[config.mk]
export PLATFORM = sky130hd
export DESIGN_NAME = mem_arbiter
export DESIGN_NICKNAME = d
export VERILOG_FILES = /design/src/rtl/mem_arbiter.sv
export SDC_FILE = /design/constraint.sdc
export NUM_CORES = 1
export LEC_CHECK = 0
export BUFFER_PORTS_ARGS = -buffer_cell sky130_fd_sc_hd__buf_2
export CORE_MARGIN = 3
export CORE_UTILIZATION = 49
export CTS_BUF_LIST = sky130_fd_sc_hd__clkbuf_2
export DETAILED_ROUTE_END_ITERATION = 8
export GPL_TIMING_DRIVEN = 0
export PLACE_DENSITY = 0.84
export REMOVE_ABC_BUFFERS = 1
export SLEW_MARGIN = 5
export SYNTH_ARGS = -nofsm -noshare
export SYNTH_HDL_FRONTEND = slang
export SYNTH_SLANG_ARGS = --single-unit
[constraint.sdc]
create_clock -name clk -period 2.3 [get_ports clk]
set_input_delay 0.23 -clock clk [delete_from_list [all_inputs] [get_ports clk]]
set_output_delay 0.23 -clock clk [all_outputs]
set_load 0.03 [all_outputs]
[src/rtl/mem_arbiter.sv]
// -----------------------------------------------------------------------------
// mem_arbiter
//
// Shares one multi-cycle main memory between the I-cache miss path and the
// D-cache miss / write-through path. Performs BLOCK_WORDS-word block fills for
// either side and single-word write-throughs for the D side. Returned words are
// streamed to the owning cache as they arrive; completion is signalled with a
// registered one-cycle done pulse. D has fixed priority over I.
//
// Ports:
//   clk, rst_n            clock, synchronous active-low reset
//   i_req, i_addr         I-side fill request (held until i_done) and address
//   d_req, d_we, d_addr,  D-side request (held until d_done), write-through
//   d_wdata               select, address and write data
//   i_busy, d_busy        arbiter is serving that side
//   i_fill_valid,         fill_data/fill_idx carry a valid word for that side
//   d_fill_valid
//   fill_idx, fill_data   word index within the block and the returned word
//   i_done, d_done        one-cycle completion pulses
//   mem_en, mem_wr,       memory command: enable, write, byte address, data
//   mem_addr, mem_wdata
//   mem_rdata, mem_rvalid read data, valid exactly LATENCY cycles after a read
// -----------------------------------------------------------------------------
module mem_arbiter #(
  parameter int LATENCY     = 4,
  parameter int BLOCK_WORDS = 8,
  localparam int IDX_W      = $clog2(BLOCK_WORDS)
) (
  input  logic             clk,
  input  logic             rst_n,
  input  logic             i_req,
  input  logic [15:0]      i_addr,
  input  logic             d_req,
  input  logic             d_we,
  input  logic [15:0]      d_addr,
  input  logic [15:0]      d_wdata,
  output logic             i_busy,
  output logic             d_busy,
  output logic             i_fill_valid,
  output logic             d_fill_valid,
  output logic [IDX_W-1:0] fill_idx,
  output logic [15:0]      fill_data,
  output logic             i_done,
  output logic             d_done,
  output logic             mem_en,
  output logic             mem_wr,
  output logic [15:0]      mem_addr,
  output logic [15:0]      mem_wdata,
  input  logic [15:0]      mem_rdata,
  input  logic             mem_rvalid
);

  localparam int CNT_W = IDX_W + 1;              // counts 0..BLOCK_WORDS
  localparam int OFF_W = IDX_W + 1;              // byte-offset bits within a block
  localparam int DRN_W = $clog2(LATENCY + 1);

  typedef enum logic [2:0] {
    DRAIN   = 3'd0,
    IDLE    = 3'd1,
    I_FILL  = 3'd2,
    D_FILL  = 3'd3,
    D_WRITE = 3'd4
  } state_t;

  state_t             state_r, state_nxt_s;
  logic [DRN_W-1:0]   drain_cnt_r;
  logic [CNT_W-1:0]   issue_cnt_r;
  logic [CNT_W-1:0]   recv_cnt_r;
  logic [15:0]        addr_r;        // block base for fills, exact address for writes
  logic [15:0]        wdata_r;
  logic               i_done_r, d_done_r;

  logic               in_fill_s;
  logic               issue_s;
  logic               rvalid_fill_s;
  logic               fill_last_s;
  logic               drain_last_s;
  logic               grant_d_s, grant_i_s;

  // Aligns a byte address down to the start of its cache block.
  function automatic logic [15:0] block_base(input logic [15:0] a);
    block_base = {a[15:OFF_W], {OFF_W{1'b0}}};
  endfunction

  assign in_fill_s     = (state_r == I_FILL) || (state_r == D_FILL);
  assign issue_s       = in_fill_s && (issue_cnt_r < CNT_W'(BLOCK_WORDS));
  // Read data is only accepted inside a fill; anything else (e.g. reads
  // in flight across a reset) is dropped.
  assign rvalid_fill_s = in_fill_s && mem_rvalid;
  assign fill_last_s   = rvalid_fill_s && (recv_cnt_r == CNT_W'(BLOCK_WORDS - 1));
  assign drain_last_s  = (drain_cnt_r == DRN_W'(LATENCY - 1));

  // Next-state and grant decode; a side whose done pulse is high this cycle is
  // masked so a still-held request is not re-granted immediately.
  always_comb begin
    state_nxt_s = state_r;
    grant_d_s   = 1'b0;
    grant_i_s   = 1'b0;
    case (state_r)
      DRAIN: begin
        if (drain_last_s) begin
          state_nxt_s = IDLE;
        end else begin
          state_nxt_s = DRAIN;
        end
      end
      IDLE: begin
        if (d_req && !d_done_r) begin
          grant_d_s = 1'b1;
          if (d_we) begin
            state_nxt_s = D_WRITE;
          end else begin
            state_nxt_s = D_FILL;
          end
        end else if (i_req && !i_done_r) begin
          grant_i_s   = 1'b1;
          state_nxt_s = I_FILL;
        end else begin
          state_nxt_s = IDLE;
        end
      end
      I_FILL, D_FILL: begin
        if (fill_last_s) begin
          state_nxt_s = IDLE;
        end else begin
          state_nxt_s = state_r;
        end
      end
      D_WRITE: state_nxt_s = IDLE;
      default: state_nxt_s = DRAIN;
    endcase
  end

  // State register, counters, captured request and registered done pulses.
  always_ff @(posedge clk) begin
    if (!rst_n) begin
      state_r     <= DRAIN;
      drain_cnt_r <= '0;
      issue_cnt_r <= '0;
      recv_cnt_r  <= '0;
      addr_r      <= 16'h0000;
      wdata_r     <= 16'h0000;
      i_done_r    <= 1'b0;
      d_done_r    <= 1'b0;
    end else begin
      state_r  <= state_nxt_s;
      i_done_r <= (state_r == I_FILL) && fill_last_s;
      d_done_r <= ((state_r == D_FILL) && fill_last_s) || (state_r == D_WRITE);

      if ((state_r == DRAIN) && !drain_last_s) begin
        drain_cnt_r <= drain_cnt_r + DRN_W'(1);
      end else begin
        drain_cnt_r <= '0;
      end

      if (state_r == IDLE) begin
        issue_cnt_r <= '0;
        recv_cnt_r  <= '0;
        if (grant_d_s) begin
          addr_r  <= d_we ? d_addr : block_base(d_addr);
          wdata_r <= d_wdata;
        end else if (grant_i_s) begin
          addr_r  <= block_base(i_addr);
        end
      end else begin
        if (issue_s) begin
          issue_cnt_r <= issue_cnt_r + CNT_W'(1);
        end
        if (rvalid_fill_s) begin
          recv_cnt_r <= recv_cnt_r + CNT_W'(1);
        end
      end
    end
  end

  // Output decode; everything is forced to 0 while rst_n is low so the
  // interface is quiet in the reset cycle itself, and DRAIN decodes to 0.
  always_comb begin
    i_busy       = 1'b0;
    d_busy       = 1'b0;
    i_fill_valid = 1'b0;
    d_fill_valid = 1'b0;
    fill_idx     = '0;
    fill_data    = 16'h0000;
    i_done       = 1'b0;
    d_done       = 1'b0;
    mem_en       = 1'b0;
    mem_wr       = 1'b0;
    mem_addr     = 16'h0000;
    mem_wdata    = 16'h0000;
    if (rst_n) begin
      i_done = i_done_r;
      d_done = d_done_r;
      case (state_r)
        I_FILL, D_FILL: begin
          i_busy = (state_r == I_FILL);
          d_busy = (state_r == D_FILL);
          if (issue_s) begin
            mem_en   = 1'b1;
            mem_addr = addr_r + 16'({issue_cnt_r, 1'b0});
          end else begin
            mem_en   = 1'b0;
          end
          if (mem_rvalid) begin
            i_fill_valid = (state_r == I_FILL);
            d_fill_valid = (state_r == D_FILL);
            fill_idx     = recv_cnt_r[IDX_W-1:0];
            fill_data    = mem_rdata;
          end else begin
            fill_data    = 16'h0000;
          end
        end
        D_WRITE: begin
          d_busy    = 1'b1;
          mem_en    = 1'b1;
          mem_wr    = 1'b1;
          mem_addr  = addr_r;
          mem_wdata = wdata_r;
        end
        default: begin
          mem_en = 1'b0;
        end
      endcase
    end else begin
      mem_en = 1'b0;
    end
  end

endmodule

==> impl_metrics.py <==
metrics = {
    "cells_and_area": {
        "final_cell_mix": "111 x buf_2, 76 x nand2_1, 40 x nor2_1",
        "drive_gt1_share_pct": 40.2,
        "fillCellCount": 390,
        "multi_input_area_um2": 2060,
        "seq_area_um2": 990,
        "mostFrequentLayoutCell": "buf_2",
        "final_cells": 604,
        "antenna_cells": 0,
        "nets": 610,
        "area_delta_synth_final_pct": 46.8,
        "fin_util_pct": 76.5,
    },
    "route": {
        "dr.pass1.iters": 8,
        "route.detailed.drc": 0,
        "num_vias": 3664,
        "avgRoutedWirePerCell_um": 18.8,
        "drt_iter0_markers": 576,
        "vias_per_cell": 6.07,
        "ant_nets": 0,
        "wl_um": 11400,
    },
    "synth": {
        "synth_xor_area_share_pct": 1.79,
        "synth_mux_area_share_pct": 0.340,
        "synth_top_family_by_area": "simple AND/OR/NAND/NOR gates",
        "synthCells": 380,
        "synth_seq_area_share_pct": 32.7,
        "async_flop_share_pct": 0,
        "synth-seq-cells": 48,
        "ys_warn_count": 0,
        "synth_top_area_share_pct": 32.7,
        "yosys.area.top_type": "dfxtp_1",
        "synth_area_um2": 2940,
        "synthTopCellsByArea": "dfxtp_1 33%, nand2_1 9.7%, and3_1 8.3%, nor2_1 5.2%, a21oi_1 4.8%",
        "synth_ff_type": "dfxtp_1",
        "synth-simple-area-share_pct": 32.6,
        "synth-edff-count": 0,
        "synth-compound-area-share_pct": 22.3,
        "yosys.cell_types.count": 48,
        "synthAdderAreaFrac_pct": 4.09,
        "avgSynthCellArea_um2": 7.74,
    },
    "power": {
        "leakage_nw": 2.02,
        "sw_frac_of_total_pct": 41.5,
        "switchingPower_mw": 0.964,
        "intPower_mw": 1.36,
        "power.density_nw_per_um2": 539,
        "combinationalPowerShare_pct": 35.9,
        "pwr-share-seq_pct": 47.3,
        "peakVddDrop_mv": 0.367,
        "p_clk_share_pct": 16.8,
    },
    "sta": {
        "max_freq_ghz": 0.354,
        "hold_slack_ns": -0.0307,
        "period_needed_ns": 2.83,
        "skew_ns": 0.0237,
        "post-route-period-util_pct": 123,
        "rsz0062_at_grt": "yes",
        "finalSetupViolCount": 14,
        "worst_slack_ns": -0.526,
        "worstMarginPinSlew_ns": 0.829,
        "hold_viol": 8,
        "max-slew-margin-rel_pct": 44.7,
        "drv_slew": 0,
    },
    "global_route": {
        "antenna_found_initial": 0,
        "grt_pass1_wl_um": 16200,
        "met2_usage_pct": 48.9,
        "grt_busiest_layer": "met2",
        "grt_pass1_vias": 3382,
        "grt_overflow": 0,
        "grt_start_max_net_pins": 49,
        "use_met1_pct": 33.2,
        "track_usage_pct": 28.0,
        "grtUsageMet3_pct": 4.84,
    },
    "floorplanning": {
        "start_util_pct": 52.1,
        "io-pin-count": 129,
        "coreArea_um2": 5640,
        "dieHeight_um": 83.5,
        "fp.dieArea_um2": 6970,
        "die_x_um": 83.5,
        "rows": 27,
    },
    "clocking": {
        "cts_buffer_depth": 2,
        "root_buffer": "clkbuf_2",
        "clkSinkCount": 48,
        "htree_num_levels": 2,
        "cts_made_buffers": 5,
        "clock_latency_ns": 0.49,
        "cts_tree": "built",
        "path_clk_slew_ns": 0.28,
    },
    "critical_path": {
        "worstPathRequired_ns": 2.07,
        "path_class": "reg -> out",
        "crit_fanout": 4,
        "crit_path_end_kind": "primary output",
        "cp-start-kind": "flip-flop",
        "critical_path_arrival_ns": 2.60,
    },
    "placed_design": {
        "port_buffers": 124,
        "hpwl_um": 5690,
        "place.gp.congestion": 0.781,
        "placedCellCount": 547,
    },
    "run_status": {
        "outcome": "finished with violations",
        "violations": "negative hold slack, negative setup slack",
    },
    "job": {
        "maxCapViolCount": 0,
    },
    "worst_hold_path": {
        "min_path_type": "in -> reg",
    },
}
==> sequential cells by signal (all words and copies together), names as in the netlist <==
register     count
addr_r          16
wdata_r         16
issue_cnt_r      4
recv_cnt_r       4
drain_cnt_r      3
state_r          3
d_done_r         1
i_done_r         1
==> logic make-up after synthesis <==
kind of cell / count (synthesis)
muxes: 1
buffers and inverters: 36
DFF: 48
adders and majority gates: 9
AOI/OAI and AO/OA: 84
and+or+nand+nor: 196
xor gates and xnor gates: 6
==> repair_timing <==
| item | CTS | global route |
|---|---|---|
| pin swaps | 15 | 20 |
| cloned | 2 | 2 |
| setup buffers | 17 | 6 |
| endpoints found under the hold margin | 16 | 4 |
| setup endpoints to repair | 60 | 72 |
| hold buffers | 17 | 6 |
| resized for setup | 55 | 27 |
==> metrics by stage <==
stage | TNS (ns) | area [um^2] | setup WS (ns) | power [mW]
floorplan | -3.95 | 2790 | -0.542 | 1.53
global placement | -17.06 | 3500 | -1.23 | 1.70
detailed placement | -4.78 | 3500 | -0.480 | 1.74
CTS | -1.92 | 4080 | -0.341 | 2.19
global route | -5.27 | 4320 | -0.581 | 2.45
finish | -4.41 | 4320 | -0.526 | 2.33
==> Yosys cell counts, drive strengths merged (2+ instances only) <==
library cell	n
nand3	7
a21o	7
a21oi	29
a311oi	14
and4	3
xnor2	2
nor3	4
nand2	76
a31oi	3
nand4	4
clkbuf	13
o21ai	4
a31o	3
and3	39
a41oi	3
dfxtp	48
or3b	2
xor2	4
o211ai	5
ha	8
nor2	42
nor2b	3
and2	6
nor3b	3
a211oi	3
nand2b	4
a32oi	5
inv	7
buf	16
a22oi	3
==> metal layers <==
layer	vias to the layer above	routed length, um
met4	0	532
met1	1700	4170
li1	1664	-
met3	58	986
met5	-	0
met2	242	5700
==> power by group through the flow <==
stage | Sequential (mW) | Combinational, mW | Clock (mW)
after floorplan | 1.05 | 0.475 | 0
after global placement | 1.08 | 0.627 | 0
after detailed placement | 1.09 | 0.652 | 0
after CTS | 1.09 | 0.728 | 0.372
after global routing | 1.12 | 0.916 | 0.417
final | 1.10 | 0.835 | 0.390
==> layout make-up <==
cell class | instances | share of cell area (%)
Sequential cell | 48 | 22.9
Inverter | 7 | 0.609
Multi-Input combinational cell | 300 | 47.7
Tap cell | 72 | 2.09
Clock inverter | 3 | 0.406
Timing Repair Buffer | 169 | 25.7
Clock buffer | 5 | 0.580
==> critical path: stages (launching register included) <==
cell and delay, ns:
dfxtp_4 0.42, ha_4 0.16, fa_2 0.39, a211oi_4 0.29, buf_4 0.17, nor2_2 0.06, a21oi_1 0.22, o221a_2 0.26
buf_6 0.14
==> worst paths after layout <==
kind	startpoint	endpoint	slack, ns	depth (start not counted)
max	issue_cnt_r[0]	mem_addr[11]	-0.53	8
min	d_addr[12]	addr_r[12]	-0.03	3
max reg2reg	state_r[1]	addr_r[2]	0.20	5
min reg2reg	drain_cnt_r[0]	drain_cnt_r[0]	0.45	1
Note: power is estimated with default switching activity, not from simulation.
